[src/rtl/ser2para_rx.sv]
// ser2para_rx: receiver for the 4-wire display serial bundle {SEGCLK,SEGCLR,SEGDT,SEGEN}.
// Rebuilds the WIDTH-bit word. Define CHANGE_FILTER_EN to strobe only words that differ from the current one.
module ser2para_rx #(
  parameter int WIDTH       = 24,
  parameter int SYNC_STAGES = 2,   // at least 2
  parameter int TIMEOUT     = 64
) (
  input  logic             clk,
  input  logic             rst_n,
  input  logic [3:0]       sin,
  output logic [WIDTH-1:0] num,
  output logic             valid,
  output logic             frame_err,
  output logic             busy
);

  localparam int CW = $clog2(WIDTH + 1);
  localparam int TW = (TIMEOUT > 1) ? $clog2(TIMEOUT) : 1;
  localparam logic [CW-1:0] LP_CNT_LAST = CW'(WIDTH - 1);
  localparam logic [TW-1:0] LP_TMO_LAST = TW'(TIMEOUT - 1);
  localparam int B_CLK = 3;
  localparam int B_CLR = 2;
  localparam int B_DT  = 1;
  localparam int B_EN  = 0;
  // SEGCLR idles high, so its chain resets to 1 and no clear is seen right after reset.
  localparam logic [3:0] LP_SYNC_RST = 4'b0100;

  typedef enum logic {S_IDLE, S_RECV} state_t;

  logic [SYNC_STAGES-1:0][3:0] r_sync;
  logic                        r_clk_d;
  state_t                      r_state;
  logic [CW-1:0]               r_cnt;
  logic [WIDTH-2:0]            r_shift;
  logic [TW-1:0]               r_tmo;
  logic [WIDTH-1:0]            r_num;
  logic                        r_valid;
  logic                        r_err;

  logic [3:0]       w_sync;
  logic             w_rise;
  logic             w_accept;
  logic             w_clear;
  logic [WIDTH-1:0] w_word;
  logic             w_publish;
  state_t           w_state_nxt;
  logic [CW-1:0]    w_cnt_nxt;
  logic [WIDTH-2:0] w_shift_nxt;
  logic [TW-1:0]    w_tmo_nxt;
  logic [WIDTH-1:0] w_num_nxt;
  logic             w_valid_nxt;
  logic             w_err_nxt;

  // NOTE: sequential state uses non-blocking (<=) so every flop samples pre-edge values.
  always_ff @(posedge clk) begin
    if (!rst_n) begin
      r_sync  <= {SYNC_STAGES{LP_SYNC_RST}};
      r_clk_d <= 1'b0;
    end else begin
      r_sync  <= {r_sync[SYNC_STAGES-2:0], sin};
      r_clk_d <= r_sync[SYNC_STAGES-1][B_CLK];
    end
  end

  assign w_sync   = r_sync[SYNC_STAGES-1];
  assign w_rise   = w_sync[B_CLK] & ~r_clk_d;
  assign w_clear  = ~w_sync[B_CLR];
  assign w_accept = w_rise & w_sync[B_EN] & w_sync[B_CLR];
  assign w_word   = {r_shift, w_sync[B_DT]};

`ifdef CHANGE_FILTER_EN
  logic r_have;
  logic w_have_nxt;

  // The first word after reset always publishes, even when it equals the reset value.
  assign w_publish = ~r_have | (w_word != r_num);

  always_ff @(posedge clk) begin
    if (!rst_n) r_have <= 1'b0;
    else        r_have <= w_have_nxt;
  end

  always_comb begin
    w_have_nxt = r_have;
    if (w_valid_nxt) w_have_nxt = 1'b1;
  end
`else
  assign w_publish = 1'b1;
`endif

  always_ff @(posedge clk) begin
    if (!rst_n) begin
      r_state <= S_IDLE;
      r_cnt   <= '0;
      r_shift <= '0;
      r_tmo   <= '0;
      r_num   <= '0;
      r_valid <= 1'b0;
      r_err   <= 1'b0;
    end else begin
      r_state <= w_state_nxt;
      r_cnt   <= w_cnt_nxt;
      r_shift <= w_shift_nxt;
      r_tmo   <= w_tmo_nxt;
      r_num   <= w_num_nxt;
      r_valid <= w_valid_nxt;
      r_err   <= w_err_nxt;
    end
  end

  // NOTE: every always_comb output gets a default first, so no path can infer a latch.
  always_comb begin
    w_state_nxt = r_state;
    w_cnt_nxt   = r_cnt;
    w_shift_nxt = r_shift;
    w_tmo_nxt   = r_tmo;
    w_num_nxt   = r_num;
    w_valid_nxt = 1'b0;
    w_err_nxt   = 1'b0;

    if (w_clear) begin
      w_state_nxt = S_IDLE;
      w_cnt_nxt   = '0;
      w_shift_nxt = '0;
      w_tmo_nxt   = '0;
    end else begin
      unique case (r_state)
        S_IDLE: begin
          if (w_accept) begin
            w_state_nxt = S_RECV;
            w_cnt_nxt   = CW'(1);
            w_shift_nxt = w_word[WIDTH-2:0];
            w_tmo_nxt   = '0;
          end
        end
        S_RECV: begin
          if (w_accept) begin
            w_tmo_nxt = '0;
            if (r_cnt == LP_CNT_LAST) begin
              w_state_nxt = S_IDLE;
              w_cnt_nxt   = '0;
              w_shift_nxt = '0;
              if (w_publish) begin
                w_num_nxt   = w_word;
                w_valid_nxt = 1'b1;
              end
            end else begin
              w_cnt_nxt   = r_cnt + CW'(1);
              w_shift_nxt = w_word[WIDTH-2:0];
            end
          end else if (r_tmo == LP_TMO_LAST) begin
            // Sender went silent mid-frame: drop the partial word, keep num.
            w_state_nxt = S_IDLE;
            w_cnt_nxt   = '0;
            w_shift_nxt = '0;
            w_tmo_nxt   = '0;
            w_err_nxt   = 1'b1;
          end else begin
            w_tmo_nxt = r_tmo + TW'(1);
          end
        end
        default: w_state_nxt = S_IDLE;
      endcase
    end
  end

  assign num       = r_num;
  assign valid     = r_valid;
  assign frame_err = r_err;
  assign busy      = (r_state == S_RECV);

endmodule

[config.mk]
export PLATFORM = sky130hd
export DESIGN_NAME = ser2para_rx
export DESIGN_NICKNAME = d
export VERILOG_FILES = /design/src/rtl/ser2para_rx.sv
export SDC_FILE = /design/constraint.sdc
export NUM_CORES = 1
export LEC_CHECK = 0
export CAP_MARGIN = 20
export CORE_AREA = 2 2 87 89
export CTS_CLUSTER_DIAMETER = 50
export CTS_CLUSTER_SIZE = 12
export DETAILED_ROUTE_END_ITERATION = 10
export DIE_AREA = 0 0 89 91
export GPL_TIMING_DRIVEN = 0
export PLACE_DENSITY = 0.58
export RECOVER_POWER = 50
export SLEW_MARGIN = 30
export SYNTH_ARGS = -nofsm -noshare
export SYNTH_HDL_FRONTEND = slang
export SYNTH_SLANG_ARGS = --single-unit
[constraint.sdc]
create_clock -name clk -period 2.1 [get_ports clk]
set_input_delay 0.525 -clock clk [delete_from_list [all_inputs] [get_ports clk]]
set_output_delay 0.525 -clock clk [all_outputs]
set_load 0.02 [all_outputs]
==> results.md <==
- Status: complete, no violations
- Fin. Hold Viols: 0
- CP Capture Type: flip-flop
- Worst vdd ir: 0.307 mV
- Sequential share of the synthesized area: 51.1%
- Worst-path fanout max: 10
- Startpoint Class: flip-flop
- Yosys top cell area share: 51.1%
- Via-to-Cell Ratio: 5.02
- DPL Wire Length: 3650 um
- Adder-cell share of the synthesized area: 0.913%
- Syn Inst Count: 260
- 1st-iter DRT viols: 81
- PD cells: 770 mW/mm^2
- Initial Utilization: 38.4%
- Area delta synth->final: 23.3%
- Most common cell in the netlist: dfxtp_1
- Maximum clock frequency: 536 MHz
- Crit Path Class: flip-flop to flip-flop
- Clock Latency Late Sink: 0.34 ns
- Num CTS Buffers: 9
- Synth Flop Type: dfxtp_1
- Finish-stage setup viols: 0
- Fillers: 711
- Top delay family on crit path: simple AND/OR/NAND/NOR gates
- Die Y: 91 um
- Post-DR wirelength/cell: 13.4 um
- Hold path start: r_sync[2]$_SDFF_PN1_
- Die extent in x: 89 um
- Distinct cells, synth: 41
- Cell Rows: 31
- Layout cells sized above 1: 10.4%
- Post CTS Setup Buffer Count: 0
- Largest net degree at the start of global routing: 14
- Core area: 0.00714 mm^2
- Ant. Diodes: 0
- Routed Antenna Nets: 0
- Multiplexer share of the synthesized area: 8.77%
- Grt total ovfl: 0
- Post-synthesis xor/xnor area fraction: 0.639%
- Cell type with the highest aggregate area in the netlist: dfxtp_1
- Slowest-stage cell, CP: dfxtp_1
- Actual slew at the worst max-slew pin: 0.508 ns
- Util after Layout: 47.4%
- CTS clk-pin slew, worst paths: 0.08 ns
- Leakage power: 1.30 nW
- Vias in the first global route: 1888
- Clock Path Buffers: 2
- Crit. Startpoint: r_cnt[0]$_SDFFE_PN0P_
- Average size of a mapped cell: 10.5 um^2
- Final hold slack: 0.421 ns
- Input/output buffers: 31
- Max-Cap Viols: 0
- Final Slew Violations: 0
- Async SR Flop Fraction: 0%
- Nets: 310
- Cts hold-fix bufs: 0
- RD Place Congestion: 0.745
- Cell area after synthesis: 0.00274 mm^2
- CP peak stage delay: 0.42 ns
- Final min period: 1.87 ns
- Top area cells in the synthesized netlist: dfxtp_1, a32o_1, mux2i_1, nand2_1, buf_6
- First-pass GRT wire length: 9160 um
- Compound-Gate Fraction of Synth Area: 14.6%
- Hold WC Path Type: flip-flop to flip-flop
- #FFs+latches synth: 70
- Setup tns final: 0 ns
- Largest family of logic cells by synthesized area: simple AND/OR/NAND/NOR gates
- Buffers and inverters on the worst path: 1
- Reg-to-reg startpoint: r_cnt[0]$_SDFFE_PN0P_
- Die area: 0.00810 mm^2
- DRC: 0
- Vias: 2038
- CTS tree: yes
- # IOs: 33
- Resized Gates After CTS: 0
- Worst EP required: 2.31 ns
- GRT Total Usage: 14.6%
- Worst path cell trace: ha_1, and4b_2, nand3_2, clkbuf_2, mux2i_1
- CTS root buf: clkbuf_8
- Syn_nets: 268
- Max Clock Skew: 0.0113 ns
- Synth Area in Simple Gates: 17.8%
- Final Cycle Share: 88.8%
- RSZ-0062 raised after global routing: no
- Most frequent cells after synthesis: dfxtp_1, nand2_1, a32o_1, mux2i_1, and2_1
- Synth warnings: 0
- Clk sinks: 70
- Slew headroom: 66.1%
- H-tree levels: 3
- Worst EP arrival: 2.08 ns
- Initial antenna violation count: 0
- Drt total wl: 5430 um
- Number of enable flip-flop cells after synthesis: 0
- Drt first pass iters: 4
[metrics by stage]
stage                     total power [W]  setup WS (ns)  area (um^2)  instances
after global placement            0.00144          0.286         3170        390
final                             0.00260          0.235         3380        406
after CTS                         0.00263          0.236         3400        406
after floorplan                   0.00141          0.550         2740        260
after detailed placement          0.00144          0.272         3170        390
after global routing              0.00270          0.114         3380        406
[final cells by class]
class                           count  area (um^2)  share of cell area [%]
Buffer                             20          141                    4.18
Clock buffer                        9          124                    3.67
Clock inverter                      7         97.6                    2.89
Inverter                            3         11.3                   0.333
Multi-Input combinational cell    167         1170                    34.6
Sequential cell                    70         1400                    41.5
Tap cell                           99          124                    3.67
Timing Repair Buffer               31          310                    9.18
[layer usage]
layer,up-vias,GRT usage [%],share of wire [%]
li1,1030,-,-
met1,953,20.5,50
met2,45,20.7,43
met3,10,3.55,4.7
met4,0,7.46,2.2
met5,-,0,0
[final timing paths]
kind,endpoint,slack (ns),depth (start not counted)
setup / recovery,num[1]$_SDFFE_PN0P_,0.23,5
hold / removal,w_sync[2]$_SDFF_PN1_,0.42,1
setup reg to reg,num[1]$_SDFFE_PN0P_,0.23,5
hold reg to reg,w_sync[2]$_SDFF_PN1_,0.42,1
[placed cells by master, fill, tap and decap left out, drive strengths merged, types with 2 or more instances in the layout]
| cell | netlist | routed |
|---|---|---|
| dfxtp | 70 | 70 |
| nand2 | 55 | 55 |
| clkdlybuf4s50 | 0 | 31 |
| mux2i | 24 | 24 |
| a32o | 24 | 24 |
| clkbuf | 7 | 20 |
| buf | 13 | 9 |
| and2 | 8 | 8 |
| nand3 | 5 | 5 |
| nand4b | 5 | 5 |
| nor2 | 4 | 4 |
| o21ai | 4 | 4 |
| a21oi | 4 | 4 |
| inv | 3 | 4 |
| nor4 | 3 | 3 |
| o211ai | 3 | 3 |
| nand2b | 3 | 3 |
| nor2b | 2 | 2 |
| and4 | 2 | 2 |
| a311oi | 2 | 2 |
| xor2 | 2 | 2 |
| ha | 2 | 2 |
| clkinvlp | 0 | 2 |
| bufinv | 0 | 2 |
| and4b | 2 | 2 |
| nand4 | 2 | 2 |
| a311o | 2 | 2 |
| clkinv | 0 | 2 |
[sequential cells by signal, summed over array words and instances, names as in the netlist]
signal     flops
r_sync         4
r_shift       23
r_cnt          5
r_clk_d        1
r_tmo          6
frame_err      1
num           24
valid          1
w_sync         4
busy           1
[power breakdown]
group	internal (W)	switching, W
clock	0.000672	0.000525
sequential	0.00133	0.00000445
combinational	0.0000219	0.0000430
[kinds of logic after synthesis]
kind of cell | after synthesis
buffers and inverters | 23
XOR/XNOR | 2
multiplexers | 24
adder cells (fa/ha/maj) | 2
flip-flops | 70
AO/OA/AOI/OAI | 45
AND/OR/NAND/NOR | 94
Note: power is estimated with default switching activity, not from simulation.
